==> src/rtl/brick_collider.sv <==
// Collision resolver for the brick-breaker datapath: predicts the next ball position and
// resolves wall, floor, paddle and brick-map collisions. Optional score counter: BRICK_SCORE_EN.
module brick_collider #(
    parameter int XMAX       = 159,
    parameter int YMAX       = 119,
    parameter int BRICK_Y0   = 16,
    parameter int BRICK_ROWS = 4,
    parameter int PADDLE_Y   = 110,
    parameter int PADDLE_W   = 16
) (
    input  logic        clock,
    input  logic        reset,
    input  logic        go,
    input  logic        load,
    input  logic [7:0]  ballX,
    input  logic [7:0]  ballY,
    input  logic [2:0]  vX,
    input  logic [2:0]  vY,
    input  logic [7:0]  paddleX,
    output logic        busy,
    output logic        done,
    output logic        cX,
    output logic        cY,
    output logic        miss,
    output logic [39:0] brick_map,
    output logic [5:0]  bricks_left,
    output logic        all_clear,
    output logic [7:0]  score
);

    localparam int                 NBRICK     = 10 * BRICK_ROWS;
    localparam logic [39:0]        FULL_MAP   = {40{1'b1}} >> (40 - NBRICK);
    localparam logic [5:0]         FULL_COUNT = 6'(NBRICK);
    // Positions are kept 10-bit signed so ballX up to 255 plus velocity never wraps.
    localparam logic signed [9:0]  XMAX_S     = 10'(XMAX);
    localparam logic signed [9:0]  YMAX_S     = 10'(YMAX);
    localparam logic signed [9:0]  BY0_S      = 10'(BRICK_Y0);
    localparam logic signed [9:0]  BH_S       = 10'(8 * BRICK_ROWS);
    localparam logic signed [9:0]  PADY_S     = 10'(PADDLE_Y);
    localparam logic signed [9:0]  PADWM1_S   = 10'(PADDLE_W - 1);

    typedef enum logic [2:0] {IDLE, PRED, CHK_H, CHK_V, CHK_D, RESP} state_t;

    state_t             state;
    logic [7:0]         bx, by, px;
    logic [2:0]         vx, vy;
    logic signed [9:0]  nX, nY;
    logic               accX, accY, accMiss, hHit, vHit;

    logic signed [9:0]  predX, predY, pxS, probeX, probeY;
    logic               padHit, probeEn, hit;
    logic [6:0]         probeRes;

    function automatic logic [6:0] probe(input logic signed [9:0] x, input logic signed [9:0] y);
        logic signed [9:0] dy;
        logic              ok;
        logic [5:0]        idx;
        dy  = y - BY0_S;
        ok  = (x >= 10'sd0) && (x <= XMAX_S) && (x[7:4] < 4'd10) && (dy >= 10'sd0) && (dy < BH_S);
        idx = 6'(dy[6:3]) * 6'd10 + 6'(x[7:4]);
        return {ok, idx};
    endfunction

    always_comb begin
        predX  = $signed({2'b00, bx}) + $signed({{7{vx[2]}}, vx});
        predY  = $signed({2'b00, by}) + $signed({{7{vy[2]}}, vy});
        pxS    = $signed({2'b00, px});
        padHit = ($signed(vy) > 3'sd0) && (predY == PADY_S) && (predX >= pxS) && (predX <= pxS + PADWM1_S);
        probeX = nX;
        probeY = nY;
        if (state == CHK_H) probeY = $signed({2'b00, by});
        if (state == CHK_V) probeX = $signed({2'b00, bx});
        probeRes = probe(probeX, probeY);
        // The diagonal probe only counts when neither axis probe found a brick.
        probeEn  = (state == CHK_H) || (state == CHK_V) || ((state == CHK_D) && !hHit && !vHit);
        hit      = probeEn && probeRes[6] && brick_map[probeRes[5:0]];
    end

    assign all_clear = (bricks_left == 6'd0);

    always_ff @(posedge clock) begin
        if (reset) begin
            state       <= IDLE;
            bx          <= 8'd0;
            by          <= 8'd0;
            px          <= 8'd0;
            vx          <= 3'd0;
            vy          <= 3'd0;
            nX          <= 10'sd0;
            nY          <= 10'sd0;
            accX        <= 1'b0;
            accY        <= 1'b0;
            accMiss     <= 1'b0;
            hHit        <= 1'b0;
            vHit        <= 1'b0;
            busy        <= 1'b0;
            done        <= 1'b0;
            cX          <= 1'b0;
            cY          <= 1'b0;
            miss        <= 1'b0;
            brick_map   <= FULL_MAP;
            bricks_left <= FULL_COUNT;
        end else if (load) begin
            state       <= IDLE;
            busy        <= 1'b0;
            done        <= 1'b0;
            cX          <= 1'b0;
            cY          <= 1'b0;
            miss        <= 1'b0;
            brick_map   <= FULL_MAP;
            bricks_left <= FULL_COUNT;
        end else begin
            busy <= (state != IDLE);
            done <= (state == RESP);
            cX   <= (state == RESP) && accX;
            cY   <= (state == RESP) && accY && !accMiss;
            miss <= (state == RESP) && accMiss;
            if (hit) begin
                brick_map[probeRes[5:0]] <= 1'b0;
                bricks_left              <= bricks_left - 6'd1;
            end
            case (state)
                IDLE: begin
                    if (go) begin
                        bx    <= ballX;
                        by    <= ballY;
                        vx    <= vX;
                        vy    <= vY;
                        px    <= paddleX;
                        state <= PRED;
                    end
                end
                PRED: begin
                    nX      <= predX;
                    nY      <= predY;
                    accX    <= (predX < 10'sd0) || (predX > XMAX_S);
                    accY    <= (predY < 10'sd0) || padHit;
                    accMiss <= (predY > YMAX_S);
                    hHit    <= 1'b0;
                    vHit    <= 1'b0;
                    state   <= CHK_H;
                end
                CHK_H: begin
                    if (hit) begin
                        accX <= 1'b1;
                        hHit <= 1'b1;
                    end
                    state <= CHK_V;
                end
                CHK_V: begin
                    if (hit) begin
                        accY <= 1'b1;
                        vHit <= 1'b1;
                    end
                    state <= CHK_D;
                end
                CHK_D: begin
                    if (hit) begin
                        accX <= 1'b1;
                        accY <= 1'b1;
                    end
                    state <= RESP;
                end
                default: state <= IDLE;
            endcase
        end
    end

`ifdef BRICK_SCORE_EN
    // Bricks clear one per cycle, so a double hit naturally adds two over two cycles.
    always_ff @(posedge clock) begin
        if (reset)
            score <= 8'd0;
        else if (!load && hit && (score != 8'hFF))
            score <= score + 8'd1;
    end
`else
    assign score = 8'd0;
`endif

endmodule
==> config.mk <==
export PLATFORM = sky130hd
export DESIGN_NAME = brick_collider
export DESIGN_NICKNAME = d
export VERILOG_FILES = /design/src/rtl/brick_collider.sv
export SDC_FILE = /design/constraint.sdc
export NUM_CORES = 1
export LEC_CHECK = 0
export ABC_AREA = 1
export CORE_MARGIN = 4
export CORE_UTILIZATION = 55
export CTS_CLUSTER_SIZE = 12
export DETAILED_ROUTE_END_ITERATION = 8
export GPL_TIMING_DRIVEN = 0
export PLACE_DENSITY = 0.81
export SLEW_MARGIN = 0
export SYNTH_ARGS = -nofsm -noshare
export SYNTH_HDL_FRONTEND = slang
export SYNTH_SLANG_ARGS = --single-unit
==> constraint.sdc <==
create_clock -name clock -period 3.8 [get_ports clock]
set_input_delay 0.76 -clock clock [delete_from_list [all_inputs] [get_ports clock]]
set_output_delay 0.76 -clock clock [all_outputs]
set_load 0.05 [all_outputs]
## Yosys cells after proc, flatten, opt, wreduce, memory -nomap -nowiden

Index checks and enable logic that the tools add are counted.

- Eq/ne operators: 11
- Bitwise operators: 3
- Reductions and logical operators: 39
- Shift operators: 0
- $mul: 1
- Div/mod/pow operators: 0
- Muxes and demuxes: 13
- Order comparisons: 14
- Add/subtract/negate cells: 6

Operator list:

| kind | count |
|---|---|
| 40-bit bitwise AND | 1 |
| 40-bit inverter | 1 |
| 9-bit by 3-bit adder with 10-bit output | 2 |
| 10-bit by 1-bit greater-or-equal comparator with 1-bit output, second input constant | 2 |
| 10-bit by 1-bit less-than comparator with 1-bit output, second input constant | 2 |
| 10-bit 2-to-1 mux | 2 |
| 1-bit logical AND | 16 |
| 3-bit case mux with 5 select lines | 1 |
| 3-bit AND reduction | 5 |
| 10-bit by 8-bit equality test with 1-bit output, second input constant | 1 |
| 10-bit by 9-bit greater-or-equal comparator with 1-bit output | 1 |
| 10-bit by 8-bit greater-than comparator with 1-bit output, second input constant | 1 |
| 10-bit by 9-bit greater-than comparator with 1-bit output, second input constant | 1 |
| 10-bit less-or-equal comparator | 1 |
| 10-bit by 9-bit less-or-equal comparator with 1-bit output, second input constant | 1 |
| 10-bit by 7-bit less-than comparator with 1-bit output, second input constant | 1 |
| 10-bit by 6-bit subtractor with 10-bit output, second input constant | 1 |
| 8-bit by 4-bit adder with 9-bit output, second input constant | 1 |
| 1-bit case mux with 2 select lines | 4 |
| 2-bit nonzero test | 4 |
| 6-bit by 7-bit less-than comparator with 1-bit output, second input constant | 1 |
| 6-bit by 4-bit adder with 6-bit output | 1 |
| 1-bit binary-select mux with 6-bit select | 1 |
| 1-bit demux with 6-bit select | 1 |
| other kinds (20) | 34 |

- Bits in latches: 0
- Bits of input ports: 34
- RAM bits: 0
- Memory bits (read-only): 0
- Bits in registers: 109
- Word-level logic and storage cells: 107
- Output and inout bits: 60
- Memories kept: 0

## Logic depth before layout (Yosys ltp)

- Depth after elaboration: 11
- Gate-level depth with buffers: 27
- Depth with buffers taken out: 26

## Worst setup path before layout

No wires, ideal clock.

- Kind: register to register
- From: reg state[0]
- To: reg brick_map[8]
- Setup slack: 0.643 ns
- Arrival: 3.025 ns
- Cell stages (with the launch flop): 24
- Period minus slack after synthesis: 3.157 ns
- Buffers on the path: 2
- Cells stage by stage: dfxtp_1 > buf_4 > nor2_4 > nand2_4 > nand2_1 > nand2_2 > ha_1 > inv_1 > ha_1 > ha_1 > nand3_1 > nand2_1 > nand2_1 > nand2_1 > inv_1 > nand2_1 > nand2_2 > nand3_2 > nor2_1 > nor2_4 > nand3_4 > buf_6 > nor3_1 > o21ai_1

- Longest elaborated chain between the ends: 11
- Elaborated cells on any way between the ends: 32

RTL lines:

| item | RTL line | source |
|---|---|---|
| start: declaration | 44 | `state_t state;` |
| start signal: assignment | 83 | `state <= IDLE;` |
| start signal: assignment | 104 | `state <= IDLE;` |
| start signal: assignment | 130 | `state <= PRED;` |
| 3-bit by 2-bit equality test with 1-bit output | 71, 75 |  |
| 10-bit 2-to-1 mux | 71 | `if (state == CHK_H) probeY = $signed({2'b00, by});` |
| 10-bit by 6-bit subtractor with 10-bit output | 58 | `dy = y - BY0_S;` |
| 4-bit by 3-bit multiplier with 5-bit output | 60 | `idx = 6'(dy[6:3]) * 6'd10 + 6'(x[7:4]);` |
| 6-bit by 4-bit adder with 6-bit output | 60 |  |
| 6-bit by 7-bit less-than comparator with 1-bit output (implied by the code) or 6-bit by 1-bit greater-or-equal comparator with 1-bit output (tied branches) | 119 | `brick_map[probeRes[5:0]] <= 1'b0;` |
| 1-bit logical AND (implied by the code) | 119 |  |
| 1-bit 2-to-1 mux (implied by the code) | 119 |  |
| 1-bit demux with 6-bit select | 119 |  |
| 40-bit inverter (no line) | -- |  |
| 40-bit bitwise AND (no line) | -- |  |
| end signal: assignment | 101 | `brick_map <= FULL_MAP;` |
| end signal: assignment | 110 | `brick_map <= FULL_MAP;` |
| end signal: indexed assignment | 119 |  |
| end: declaration | 25 | `output logic [39:0] brick_map,` |

Several ways; a longest one is shown, not always the timed one. The select of a mux whose other input is x is not followed.
A chain may end at the register's enable or synchronous reset.

## Worst setup path after layout

- From: reg state[0]
- To: reg accY

- Longest elaborated chain between the ends: 11
- Elaborated cells on any way between the ends: 31

RTL lines:

| item | RTL line | source |
|---|---|---|
| branches (longest 11 deep; another with 10-bit by 6-bit subtractor with 10-bit output) | -- |  |
| end signal: assignment | 137 | `accY <= (predY < 10'sd0) \|\| padHit;` |
| end: declaration | 48 | `logic accX, accY, accMiss, hHit, vHit;` |

Parallel ways; which one is timed is not known. The select of a mux whose other input is x is not followed.

==> results.md <==
* Final Hold Vio Count at 0
* Synth cell types at 35
* Final Cycle Share at 95.8%
* Vias in the first global route at 5660
* PwrDens at 339 nW/um2
* Area Growth Syn to Fin at 24.2%
* Post-Layout Cell Count at 1168
* Adder-Cell Fraction of Synth Area at 9.02%
* Final clock skew at 0.00888 ns
* Layout net count at 1100
* Row count at 38
* Top post-synthesis cells by area: dfxtp_1 (33%), nand2_1 (12%), inv_1 (8.5%)
* Max clock buf depth at 2
* Final setup fails at 0
* Post-synthesis mux area share at 0%
* Die Ht at 114 um
* Data required, critical path at 4.05 ns
* Layout cell share with drive strength beyond 1 at 7.39%
* Post-DP HPWL at 12500 um
* CTS HTree Levels at 3
* Initial antenna violation count at 0
* Leakage power at 3.68 nW
* Crit path arrival time at 3.89 ns
* Global Route Usage Sum at 25.4%
* DR pass1 iterations at 5
* Post-synthesis simple-gate area fraction at 30.3%
* Min Tclk post-route at 3.64 ns
* Dpl cells at 1147
* Largest net degree at the start of global routing at 17
* Clock sinks at 102
* Antenna diodes at 0
* Top cells by count, synth: nand2_1 (206), inv_1 (140), dfxtp_1 (102), nor2_1 (70), nand3_1 (66)
* Num CTS Buffers at 9
* Main combinational cell family by area after synthesis: simple AND/OR/NAND/NOR gates
* Worst-Margin Slew at 0.749 ns
* Seq cells post-synth at 102
* Worst setup startpoint: state[0]
* Worst-Skew Late Latency at 0.36 ns
* Die X at 114 um
* Setup crit start kind: register
* PortBufs at 85
* Crit-path max FO at 10
* Post-synth ARST share at 0%
* Post-synthesis xor/xnor area fraction at 3.24%
* CTS hold repair buffers at 0
* Gpl congestion at 0.937
* Synthesized instance count at 915
* Yosys top cell area share at 32.9%
* Rel. slew slack at 49.7%
* Worst r2r src: state[0]
* Vias per cell at 5.28
* Seq/Total Area, Yosys at 32.9%
* Synth warn at 0
* Synth Area in Compound Gates at 12.7%
* Die area at 13100 um2
* DRC Markers at 0
* Final ANT Viol Nets at 0
* Worst Hold Class: register to register
* GRT overflow at 0
* Via count at 6172
* Iteration-0 DRC Markers at 532
* Post-synth EDFFs at 0
* Clock root buffer master: clkbuf_16
* Starting Density at 56.8%
* Core Box Area at 10900 um2
* Tot Pwr at 0.00261 W
* Worst-path clk slew at 0.07 ns
* Fmax at 275 MHz
* Avg WL per Cell at 14.0 um
* Run status: finished clean
* I/O pin count at 94
* First-pass GRT wire length at 26800 um
* Max Slew Vio Count at 0
* Unrepaired setup endpoints after global routing: yes
* CP Capture Type: register
* Maxcap violations at 0
* WL final at 16300 um
* Synth Flop Type: dfxtp_1
* Critical path class: register to register
* Top-count cell post-synth: nand2_1
* Synth Area per Inst at 6.79 um2
* Yosys top cell by area: dfxtp_1
* Post-Syn Area at 6210 um2
* CTS tree: yes
* VDD IR max at 218 uV
* Hold Startpoint: accMiss
==> logic make-up after synthesis <==
logic type                 after synthesis
and+or+nand+nor                        415
buffers and inverters                  179
AOI/OAI and AO/OA                      152
DFF                                    102
adders and majority gates               43
xor gates and xnor gates                23
other                                    1
==> repair_timing <==
item,in CTS,in global routing
hold endpoints to repair,0,0
setup endpoints to repair,41,50
resized for setup,3,30
pin swaps,0,4
buffers inserted,0,5
cloned,0,0
==> final timing paths <==
path                            cells past startpoint  slack (ns)    to
worst max-delay path                               25        0.16  accY
worst min-delay path                                1        0.43    cY
worst max register to register                     25        0.16  accY
worst min register to register                      1        0.43    cY
==> stage by stage <==
| stage | setup WS (ns) | hold WS (ns) | utilization (%) | setup TNS, ns | area, um2 |
|---|---|---|---|---|---|
| 2_1_floorplan | 0.643 | 0.399 | - | 0 | 6240 |
| 3_3_place_gp | -0.0175 | 0.412 | 66.4 | -0.0197 | 7260 |
| 3_5_place_dp | -0.0577 | 0.413 | 66.4 | -0.131 | 7260 |
| 4_1_cts | 0.0316 | 0.426 | 69.1 | 0 | 7560 |
| 5_1_grt | -0.0457 | 0.476 | 70.6 | -0.336 | 7720 |
| 6_report | 0.159 | 0.426 | 70.6 | 0 | 7720 |
==> sequential cells by signal, summed over array words and instances (netlist names), 3 cells and up <==
signal	count
bricks_left	6
by	8
vx	3
nX	6
nY	7
brick_map	40
state	3
px	8
vy	3
bx	8
==> routing by layer <==
metal	global-route usage, %	vias up	part of all wire [%]
li1	-	3160	-
met1	35.3	2778	46
met2	39.5	203	45
met3	4.44	31	6.5
met4	9.74	0	2.2
met5	0	-	0
==> layout make-up <==
class | instances | area, um2
multi-input cells | 641 | 3570
fillers | 954 | 3220
flip-flops and latches | 102 | 2040
repair buffers | 90 | 888
inverters | 143 | 537
clock buffers | 10 | 229
plain buffers | 36 | 209
well taps | 140 | 175
clock inverters | 6 | 61.3
==> critical path: stages (launching register included) <==
cell     delay [ns]
dfxtp_1        0.30
buf_4          0.16
nor2_4         0.17
nand2_4        0.11
nand2_1        0.09
nand2_2        0.10
ha_1           0.32
inv_1          0.05
ha_1           0.30
ha_4           0.31
nand3_1        0.09
nand2_1        0.07
nand2_1        0.04
nand2_1        0.10
nand3_2        0.19
nand2_4        0.17
nand3_4        0.11
nor2_1         0.21
nor2_4         0.09
nand3_4        0.15
buf_4          0.13
nand2_1        0.04
nand2_1        0.06
nand2_1        0.05
nand2_1        0.06
nor2_1         0.05
==> power by group <==
group	switching (W)	internal, W	leakage (nW)
registers	0.0000279	0.00110	0.830
clock network	0.000413	0.000510	0.143
logic	0.000358	0.000205	2.70
==> cells in the final DEF (no fill, tap or decap), types with 5 or more instances in the layout <==
| cell | count |
|---|---|
| buf_4 | 18 |
| o21ai_0 | 53 |
| nor2_1 | 65 |
| nor3_1 | 18 |
| nand4_1 | 21 |
| nand2_1 | 204 |
| inv_2 | 5 |
| inv_1 | 138 |
| nand3_1 | 63 |
| conb_1 | 8 |
| clkdlybuf4s50_1 | 85 |
| dfxtp_1 | 102 |
| clkbuf_1 | 19 |
| a21oi_1 | 43 |
| o21ai_1 | 43 |
| xor2_1 | 18 |
| nand3b_1 | 15 |
| clkbuf_16 | 9 |
| ha_1 | 39 |
(Power assumes the default switching activity.)
